==> src/rtl/dcache_refill_ctrl.sv <==
// Data cache refill/store controller: services load misses with a single-word
// memory read followed by a one-cycle line fill strobe, and forwards
// write-through stores (SB/SW) to memory with byte lane enables.
// Optional feature: define DCACHE_MISS_COUNTER_EN to build a saturating
// counter of accepted refills on missCount; otherwise missCount is tied to 0.
module dcache_refill_ctrl #(
   parameter int unsigned ADDR_WIDTH = 32,
   parameter int unsigned DATA_WIDTH = 32
) (
   input  logic                  clk,
   input  logic                  rst,
   // cache side
   input  logic                  missReq,
   input  logic                  storeReq,
   input  logic                  storeByte,
   input  logic [ADDR_WIDTH-1:0] reqAddr,
   input  logic [DATA_WIDTH-1:0] storeData,
   output logic                  stall,
   output logic                  fillEn,
   output logic [ADDR_WIDTH-1:0] fillAddr,
   output logic [DATA_WIDTH-1:0] fillData,
   output logic                  busy,
   output logic [31:0]           missCount,
   // memory side
   output logic                  memRdEn,
   output logic                  memWrEn,
   output logic [ADDR_WIDTH-1:0] memAddr,
   output logic [DATA_WIDTH-1:0] memWrData,
   output logic [3:0]            memByteEn,
   input  logic                  memAck,
   input  logic [DATA_WIDTH-1:0] memRdData
);

   localparam int unsigned BE_WIDTH = 4;

   typedef enum logic [1:0] {
      IDLE   = 2'd0,
      RD_REQ = 2'd1,
      FILL   = 2'd2,
      WR_REQ = 2'd3
   } state_e;

   state_e                state_q, state_d;
   logic [ADDR_WIDTH-1:0] addr_q, addr_d;
   logic [DATA_WIDTH-1:0] wdata_q, wdata_d;
   logic [DATA_WIDTH-1:0] rdata_q, rdata_d;
   logic                  sb_q, sb_d;
   logic                  rd_en_q, rd_en_d;
   logic                  wr_en_q, wr_en_d;
   logic                  fill_en_q, fill_en_d;
   logic                  busy_q, busy_d;
   logic [BE_WIDTH-1:0]   be_q, be_d;

   // Next-state, request capture and next values of the registered outputs
   always_comb begin
      state_d = state_q;
      addr_d  = addr_q;
      wdata_d = wdata_q;
      rdata_d = rdata_q;
      sb_d    = sb_q;

      unique case (state_q)
         IDLE: begin
            // a load miss outranks a store; the store stays presented under stall
            if (missReq) begin
               addr_d  = reqAddr;
               state_d = RD_REQ;
            end else if (storeReq) begin
               addr_d  = reqAddr;
               wdata_d = storeData;
               sb_d    = storeByte;
               state_d = WR_REQ;
            end
         end
         RD_REQ: begin
            if (memAck) begin
               rdata_d = memRdData;
               state_d = FILL;
            end
         end
         FILL: begin
            state_d = IDLE;
         end
         WR_REQ: begin
            if (memAck) begin
               state_d = IDLE;
            end
         end
         default: begin
            state_d = IDLE;
         end
      endcase

      // outputs are registered copies of the decoded next state
      rd_en_d   = (state_d == RD_REQ);
      wr_en_d   = (state_d == WR_REQ);
      fill_en_d = (state_d == FILL);
      busy_d    = (state_d != IDLE);
      if (state_d == WR_REQ) begin
         be_d = sb_d ? (BE_WIDTH'(1) << addr_d[1:0]) : {BE_WIDTH{1'b1}};
      end else begin
         be_d = '0;
      end
   end

   // State and datapath registers with synchronous reset
   always_ff @(posedge clk) begin
      if (rst) begin
         state_q   <= IDLE;
         addr_q    <= '0;
         wdata_q   <= '0;
         rdata_q   <= '0;
         sb_q      <= 1'b0;
         rd_en_q   <= 1'b0;
         wr_en_q   <= 1'b0;
         fill_en_q <= 1'b0;
         busy_q    <= 1'b0;
         be_q      <= '0;
      end else begin
         state_q   <= state_d;
         addr_q    <= addr_d;
         wdata_q   <= wdata_d;
         rdata_q   <= rdata_d;
         sb_q      <= sb_d;
         rd_en_q   <= rd_en_d;
         wr_en_q   <= wr_en_d;
         fill_en_q <= fill_en_d;
         busy_q    <= busy_d;
         be_q      <= be_d;
      end
   end

`ifdef DCACHE_MISS_COUNTER_EN
   logic [31:0] miss_cnt_q, miss_cnt_d;
   logic        miss_start_c;

   // Count IDLE->RD_REQ transitions, saturating at all-ones
   always_comb begin
      miss_start_c = (state_q == IDLE) && missReq;
      miss_cnt_d   = miss_cnt_q;
      if (miss_start_c && (miss_cnt_q != 32'hFFFF_FFFF)) begin
         miss_cnt_d = miss_cnt_q + 32'd1;
      end
   end

   // Refill counter register
   always_ff @(posedge clk) begin
      if (rst) begin
         miss_cnt_q <= '0;
      end else begin
         miss_cnt_q <= miss_cnt_d;
      end
   end

   assign missCount = miss_cnt_q;
`else
   assign missCount = 32'd0;
`endif

   // Pipeline freeze must react in the same cycle as the request
   assign stall     = (state_q != IDLE) || missReq || storeReq;

   assign fillEn    = fill_en_q;
   assign fillAddr  = addr_q;
   assign fillData  = rdata_q;
   assign busy      = busy_q;
   assign memRdEn   = rd_en_q;
   assign memWrEn   = wr_en_q;
   assign memAddr   = {addr_q[ADDR_WIDTH-1:2], 2'b00};
   assign memWrData = wdata_q;
   assign memByteEn = be_q;

endmodule

==> config.mk <==
export PLATFORM = sky130hd
export DESIGN_NAME = dcache_refill_ctrl
export DESIGN_NICKNAME = d
export VERILOG_FILES = /design/src/rtl/dcache_refill_ctrl.sv
export SDC_FILE = /design/constraint.sdc
export NUM_CORES = 1
export LEC_CHECK = 0
export CAP_MARGIN = 20
export CELL_PAD_IN_SITES_DETAIL_PLACEMENT = 1
export CELL_PAD_IN_SITES_GLOBAL_PLACEMENT = 2
export CORE_MARGIN = 4
export CORE_UTILIZATION = 17
export CTS_CLUSTER_DIAMETER = 80
export DETAILED_ROUTE_END_ITERATION = 6
export MAX_ROUTING_LAYER = met4
export PLACE_DENSITY = 0.78
export SYNTH_ARGS = -nofsm -noshare
export SYNTH_HDL_FRONTEND = slang
export SYNTH_SLANG_ARGS = --single-unit
==> constraint.sdc <==
create_clock -name clk -period 1.4 [get_ports clk]
set_input_delay 0.35 -clock clk [delete_from_list [all_inputs] [get_ports clk]]
set_output_delay 0.35 -clock clk [all_outputs]
set_load 0.01 [all_outputs]
==> results.json, run 1 <==
{
  "insertion_delay_ns": 0.35,
  "grt_usage_pct": 11.9,
  "synth_mux_area_share_pct": 0.258,
  "dieHeight_um": 168,
  "cp-start-kind": "flop",
  "finClkSkew_ns": 0.0102,
  "finalPower_uw": 7670,
  "maxCapViolations": 0,
  "drtAntennaViolNets": 0,
  "fin_nets": 866,
  "ys_types": 32,
  "die_area_sq_um": 28300,
  "min_period_over_period_pct": 112,
  "viasPerCell": 4.02,
  "cts.htree.levels": 3,
  "drive_gt1_share_pct": 16.6,
  "p_leak_uw": 0.00321,
  "hold_path_class": "in2reg",
  "antenna_found_initial": 0,
  "async_flop_share_pct": 0,
  "finalWorstSetupSlack_ns": -0.167,
  "setup_viol": 39,
  "holdPathStages": 2,
  "grt_pass1_wl_um": 26000,
  "num_rows": 58,
  "synth_compound_area_share_pct": 16.6,
  "p_seq_share_pct": 44.0,
  "holdPathEnd": "state_q[1]",
  "synth_top_area_share_pct": 49.1,
  "drt_wl_total_um": 17000,
  "fin_util_pct": 29.7,
  "worstPathArrival_ns": 1.81,
  "area_growth_syn_to_layout_pct": 72.0,
  "cts_max_path_buffers": 2,
  "ir_worst_vdd_mv": 0.586,
  "rr_worst_depth": 6,
  "coreArea_sq_um": 25300,
  "routedWlPerCell_um": 15.4,
  "numCtsBuffers": 9,
  "fmax_ghz": 0.638,
  "synth_top_family_by_area": "simple AND/OR/NAND/NOR gates",
  "synthFlopType": "dfxtp_1",
  "firstDrtPassIters": 4,
  "synth.most_common_cell": "nand2_1",
  "endpoint_kind": "flop",
  "ys_seq_elements": 107,
  "synth_edf_count": 0,
  "vias": 4416,
  "hp-start": "rst",
  "syn_avg_cell_area_sq_um": 8.04,
  "reg2reg_slack_ns": -0.17,
  "clock-root-buffer": "clkbuf_16",
  "regToRegStartpoint": "state_q[0]",
  "yosys.area_share.xor_xnor_pct": 0.201,
  "place_congestion": 0.709,
  "grt_pass1_vias": 4589,
  "cts_tree": "yes",
  "ys_seq_area_share_pct": 49.1,
  "critPathLaunch": "state_q[0]",
  "drv_slew": 0,
  "clock_sinks": 107,
  "drtIter0Drc": 161,
  "syn_inst": 543,
  "ys_top_cells_by_area": "dfxtp_1 (49%), a21oi_1 (11%), nand2_1 (11%)",
  "synthesis.area_sq_um": 4370,
  "p_int_uw": 5400,
  "n_antenna_cell": 0,
  "dp.final_hpwl_um": 12000,
  "switching_share_pct": 29.6,
  "drc": 0,
  "initial_core_util_pct": 17.3,
  "clockPowerShare_pct": 33.1,
  "powerDensity_nw_per_um2": 1020,
  "timing.rr.end": "memWrData[12]",
  "synthSimpleGateAreaFrac_pct": 18.5,
  "status": "complete, but fails checks",
  "synth_fa_ha_area_share_pct": 0,
  "period_needed_ns": 1.57,
  "path_clk_slew_ns": 0.08,
  "synth_top_cell_by_area": "dfxtp_1",
  "worstPathRequired_ns": 1.64,
  "whs_ns": 0.349,
  "grt_max_degree": 37,
  "violations": "setup timing",
  "synth_commonest_cells": "nand2_1 (131), dfxtp_1 (107), a21oi_1 (99)",
  "crit_type": "reg2reg",
  "power_switching_uw": 2270,
  "rsz0062_at_grt": "yes",
  "p_comb_share_pct": 22.9,
  "grt-ovfl-total": 0,
  "io_buffers": 236,
  "hold_viol": 0,
  "ios": 271,
  "ys_warn_count": 0,
  "cp_max_fo": 8,
  "die_w_um": 168
}
==> registers in the layout (all words and copies together), names as in the netlist <==
| register | flops |
|---|---|
| memByteEn | 4 |
| memWrEn | 1 |
| sb_q | 1 |
| memRdEn | 1 |
| fillAddr | 32 |
| fillEn | 1 |
| memWrData | 32 |
| fillData | 32 |
| state_q | 2 |
| busy | 1 |
==> placed cells by master (no fill, tap or decap), types with 3 or more instances in the layout <==
cell and instances:
o21ai_0 24, clkbuf_16 9, clkdlybuf4s50_1 98, dfxtp_2 19
dlygate4sd2_1 100, o21ai_1 12, clkbuf_2 8, a21oi_2 7
buf_4 23, nand3_1 32, buf_6 9, nor2b_1 3
dfxtp_1 86, buf_16 6, buf_12 11, a21oi_1 92
nand2_4 4, clkdlybuf4s15_1 27, nand2_1 112, conb_1 34
nand2_2 15
==> power groups by stage <==
stage | combinational (uW) | sequential [uW] | clock [uW]
after floorplan | 754 | 3490 | 0
after global placement | 1730 | 3430 | 0
after detailed placement | 1740 | 3440 | 0
after CTS | 1770 | 3370 | 2690
after global routing | 1910 | 3410 | 2810
final | 1760 | 3370 | 2540
==> kinds of logic after synthesis <==
family | count (synthesis)
AND/OR/NAND/NOR | 184
AO/OA/AOI/OAI | 142
flip-flops | 107
buffers and inverters | 107
XOR/XNOR | 1
multiplexers | 1
other | 1
==> layout make-up <==
type / count / area, sq um
timing repair buffer: 283 / 2840
inverter: 1 / 3.75
clock buffer: 10 / 229
clock inverter: 6 / 60.1
fill: 2993 / 17700
tap: 330 / 413
multi-input combinational: 362 / 1790
sequential: 107 / 2170
==> worst max-delay path, stage by stage, from the launching register on <==
cell	delay, ns
dfxtp_2	0.35
buf_6	0.11
or4b_4	0.55
buf_12	0.17
buf_16	0.14
nand2_1	0.07
a21oi_1	0.06
==> timing repair <==
action	4_1_cts	5_1_grt
buffers inserted	10	0
resized for setup	198	71
gates cloned	6	0
endpoints found under the setup margin	208	134
hold buffers	0	0
pin swaps	30	0
==> through the flow <==
step / instances / worst slack (ns) / TNS (ns) / area, sq um
floorplan: 576 / -0.0110 / -0.0203 / 4500
global placement: 1067 / -0.682 / -42.81 / 6910
detailed placement: 1067 / -0.674 / -44.57 / 6910
CTS: 1099 / -0.169 / -4.34 / 7470
global route: 1099 / -0.242 / -7.85 / 7510
finish: 1099 / -0.167 / -4.28 / 7510
==> how the worst max path moves through the flow <==
stage          slack, ns  cells past startpoint            end
2_1_floorplan      -0.01                      4           sb_q
3_3_place_gp       -0.68                      4          stall
3_5_place_dp       -0.67                      4          stall
4_1_cts            -0.17                      6  memWrData[16]
5_1_grt            -0.24                      6   memWrData[5]
6_report           -0.17                      6  memWrData[12]
==> per-layer routing <==
layer  global-route usage [%]  share of wire [%]
met3                     3.78                7.8
met5                        -                  0
met4                     2.65               0.90
met2                     18.9                 47
met1                     14.9                 45
Note: power is estimated with default switching activity, not from simulation.
==> run 2, diff against run 1 <==
- GPL_TIMING_DRIVEN: default -> 0
==> run 2 against run 1 <==
The run still ends with setup timing left. Clock skew down 0.0023 ns. Critical path depth did not move. Combinational power up 42%. Routed wire length is 17% higher. Die area unchanged. Via count up 10%. Fmax fell by 4.0%. Critical endpoint is now sb_q.
==> results.json, run 2 (same netlist as run 1, synthesis figures left out) <==
{
  "p_comb_share_pct": 28.9,
  "worst-path-buf-inv": 3,
  "violations": "setup timing",
  "rsz0062_at_grt": "yes",
  "grt_max_degree": 20,
  "cp_max_fo": 7,
  "grt_usage_pct": 13.4,
  "clockPowerShare_pct": 31.6,
  "cts_tree": "yes",
  "dr_wl_met2_um": 9610,
  "cts_max_path_buffers": 2,
  "path_clk_slew_ns": 0.08,
  "io_buffers": 236,
  "cp-start-kind": "flop",
  "switching_share_pct": 30.0,
  "layout_common_cells": "clkdlybuf4s50_1 (99), buf_4 (83), dlygate4sd2_1 (72), dfxtp_1 (62), nand2_1 (61)",
  "timing.rr.end": "sb_q",
  "maxCapViolations": 0,
  "finClkSkew_ns": 0.00792,
  "pre_cts_slack_ns": -1.41,
  "endpoint": "sb_q",
  "setup_viol": 82,
  "final_cells": 1209,
  "clock-root-buffer": "clkbuf_16",
  "cp_top_family": "simple AND/OR/NAND/NOR gates",
  "highest_layer": "met4",
  "worstPathArrival_ns": 1.88,
  "regToRegStartpoint": "state_q[1]",
  "drc": 0,
  "p_seq_share_pct": 39.4,
  "drv_slew": 0,
  "grt_pass1_vias": 5099,
  "min_period_over_period_pct": 117,
  "cp.depth": 6,
  "reg2reg_slack_ns": -0.23,
  "dp.final_hpwl_um": 13400,
  "hold_viol": 0,
  "ios": 271,
  "rr_worst_depth": 6,
  "viasPerCell": 4.03,
  "period_needed_ns": 1.63,
  "cts.htree.levels": 3,
  "tightest_slew_ns": 0.699,
  "die_area_sq_um": 28300,
  "numCtsBuffers": 9,
  "num_rows": 58,
  "drtAntennaViolNets": 0,
  "grt-ovfl-total": 0,
  "worstPathRequired_ns": 1.65,
  "antenna_found_initial": 0,
  "crit_type": "reg2reg",
  "hold_path_class": "reg2reg",
  "dieHeight_um": 168,
  "drive_gt1_share_pct": 47.9,
  "met3_length_um": 1450,
  "vias": 4868,
  "drt_wl_total_um": 19900,
  "area_growth_syn_to_layout_pct": 108,
  "critPathLaunch": "state_q[1]",
  "critical_path.max_stage_delay_ns": 0.34,
  "ir_worst_vdd_mv": 0.653,
  "final_common_cell": "clkdlybuf4s50_1",
  "initial_core_util_pct": 17.3,
  "grt_pass1_wl_um": 29300,
  "p_leak_uw": 0.00405,
  "fillers": 2937,
  "insertion_delay_ns": 0.35,
  "fin_nets": 975,
  "firstDrtPassIters": 4,
  "power_switching_uw": 2590,
  "status": "complete, but fails checks",
  "place_congestion": 0.705,
  "powerDensity_nw_per_um2": 953,
  "endpoint_kind": "flop",
  "whs_ns": 0.448,
  "dp.cells": 1142,
  "drtIter0Drc": 189,
  "slowest_stage": "dfxtp_2",
  "fmax_ghz": 0.612,
  "relSlewSlack_pct": 53.4,
  "crit_chain": "buf_8 > buf_6 > nor4b_4 > buf_4 > mux2_4 > nor2b_1",
  "routedWlPerCell_um": 16.4,
  "die_w_um": 168,
  "p_int_uw": 6040,
  "drt-met1-wl_um": 8630,
  "finalWorstSetupSlack_ns": -0.233,
  "clock_sinks": 107,
  "coreArea_sq_um": 25300
}
[run 2: cell count changes in the layout (fill, tap and decap cells not counted), moves of 20 or more]
cell,change
nand2_1,-51
a21oi_1,-53
buf_2,+20
buf_6,+29
dfxtp_2,+24
nand2_4,+43
buf_4,+60
a21oi_2,+53
dlygate4sd2_1,-28
dfxtp_1,-24
[run 2: tightest hold or removal path: stages (launching register included)]
cell and delay (ns):
dfxtp_1 0.31, nand2_1 0.05, a21oi_1 0.05
[run 2: power by group through the flow]
stage,clock network [uW],registers [uW],logic (uW)
final,2730,3410,2500
after floorplan,0,3490,754
after CTS,2880,3380,2150
after global placement,0,3430,1870
after detailed placement,0,3440,1880
after global routing,3000,3440,2690
[run 2: cell type report]
type | count | area (sq um) | share of cell area, %
well taps | 330 | 413 | 4.55
inverters | 1 | 3.75 | 0.0414
clock inverters | 7 | 80.1 | 0.883
flip-flops and latches | 107 | 2200 | 24.3
plain buffers | 96 | 853 | 9.41
diodes | 1 | 2.50 | 0.0276
multi-input cells | 362 | 2430 | 26.8
repair buffers | 296 | 2850 | 31.4
clock buffers | 9 | 225 | 2.48
[run 2: repair_timing]
item,CTS,global route
hold buffers,0,0
setup endpoints to repair,240,149
gates resized for setup,430,282
pin swaps,41,94
cloned,4,8
buffers inserted,33,25
[run 2: stage by stage]
stage | power (uW) | cell area [sq um] | util [%] | TNS, ns
after floorplan | 4250 | 4500 | - | -0.0203
after global placement | 5300 | 7270 | 28.8 | -76.29
after detailed placement | 5320 | 7270 | 28.8 | -80.03
after CTS | 8400 | 8240 | 32.6 | -5.67
after global routing | 9130 | 9060 | 35.9 | -13.61
final | 8640 | 9060 | 35.9 | -8.36
[run 2: how the worst min path moves through the flow]
| stage | startpoint | depth (start not counted) | slack, ns | end |
|---|---|---|---|---|
| 4_1_cts | fillData[27] | 2 | 0.45 | fillData[27] |
| 2_1_floorplan | fillData[0] | 2 | 0.48 | fillData[0] |
| 3_5_place_dp | fillData[27] | 2 | 0.45 | fillData[27] |
| 5_1_grt | fillData[27] | 2 | 0.47 | fillData[27] |
| 6_report | fillData[27] | 2 | 0.45 | fillData[27] |
| 3_3_place_gp | fillData[6] | 2 | 0.44 | fillData[6] |
[run 2: routing by layer]
layer | track usage (%) | up-vias
li1 | - | 2372
met4 | 2.89 | 0
met3 | 4.25 | 11
met5 | - | -
met1 | 16.9 | 2315
met2 | 21.2 | 170
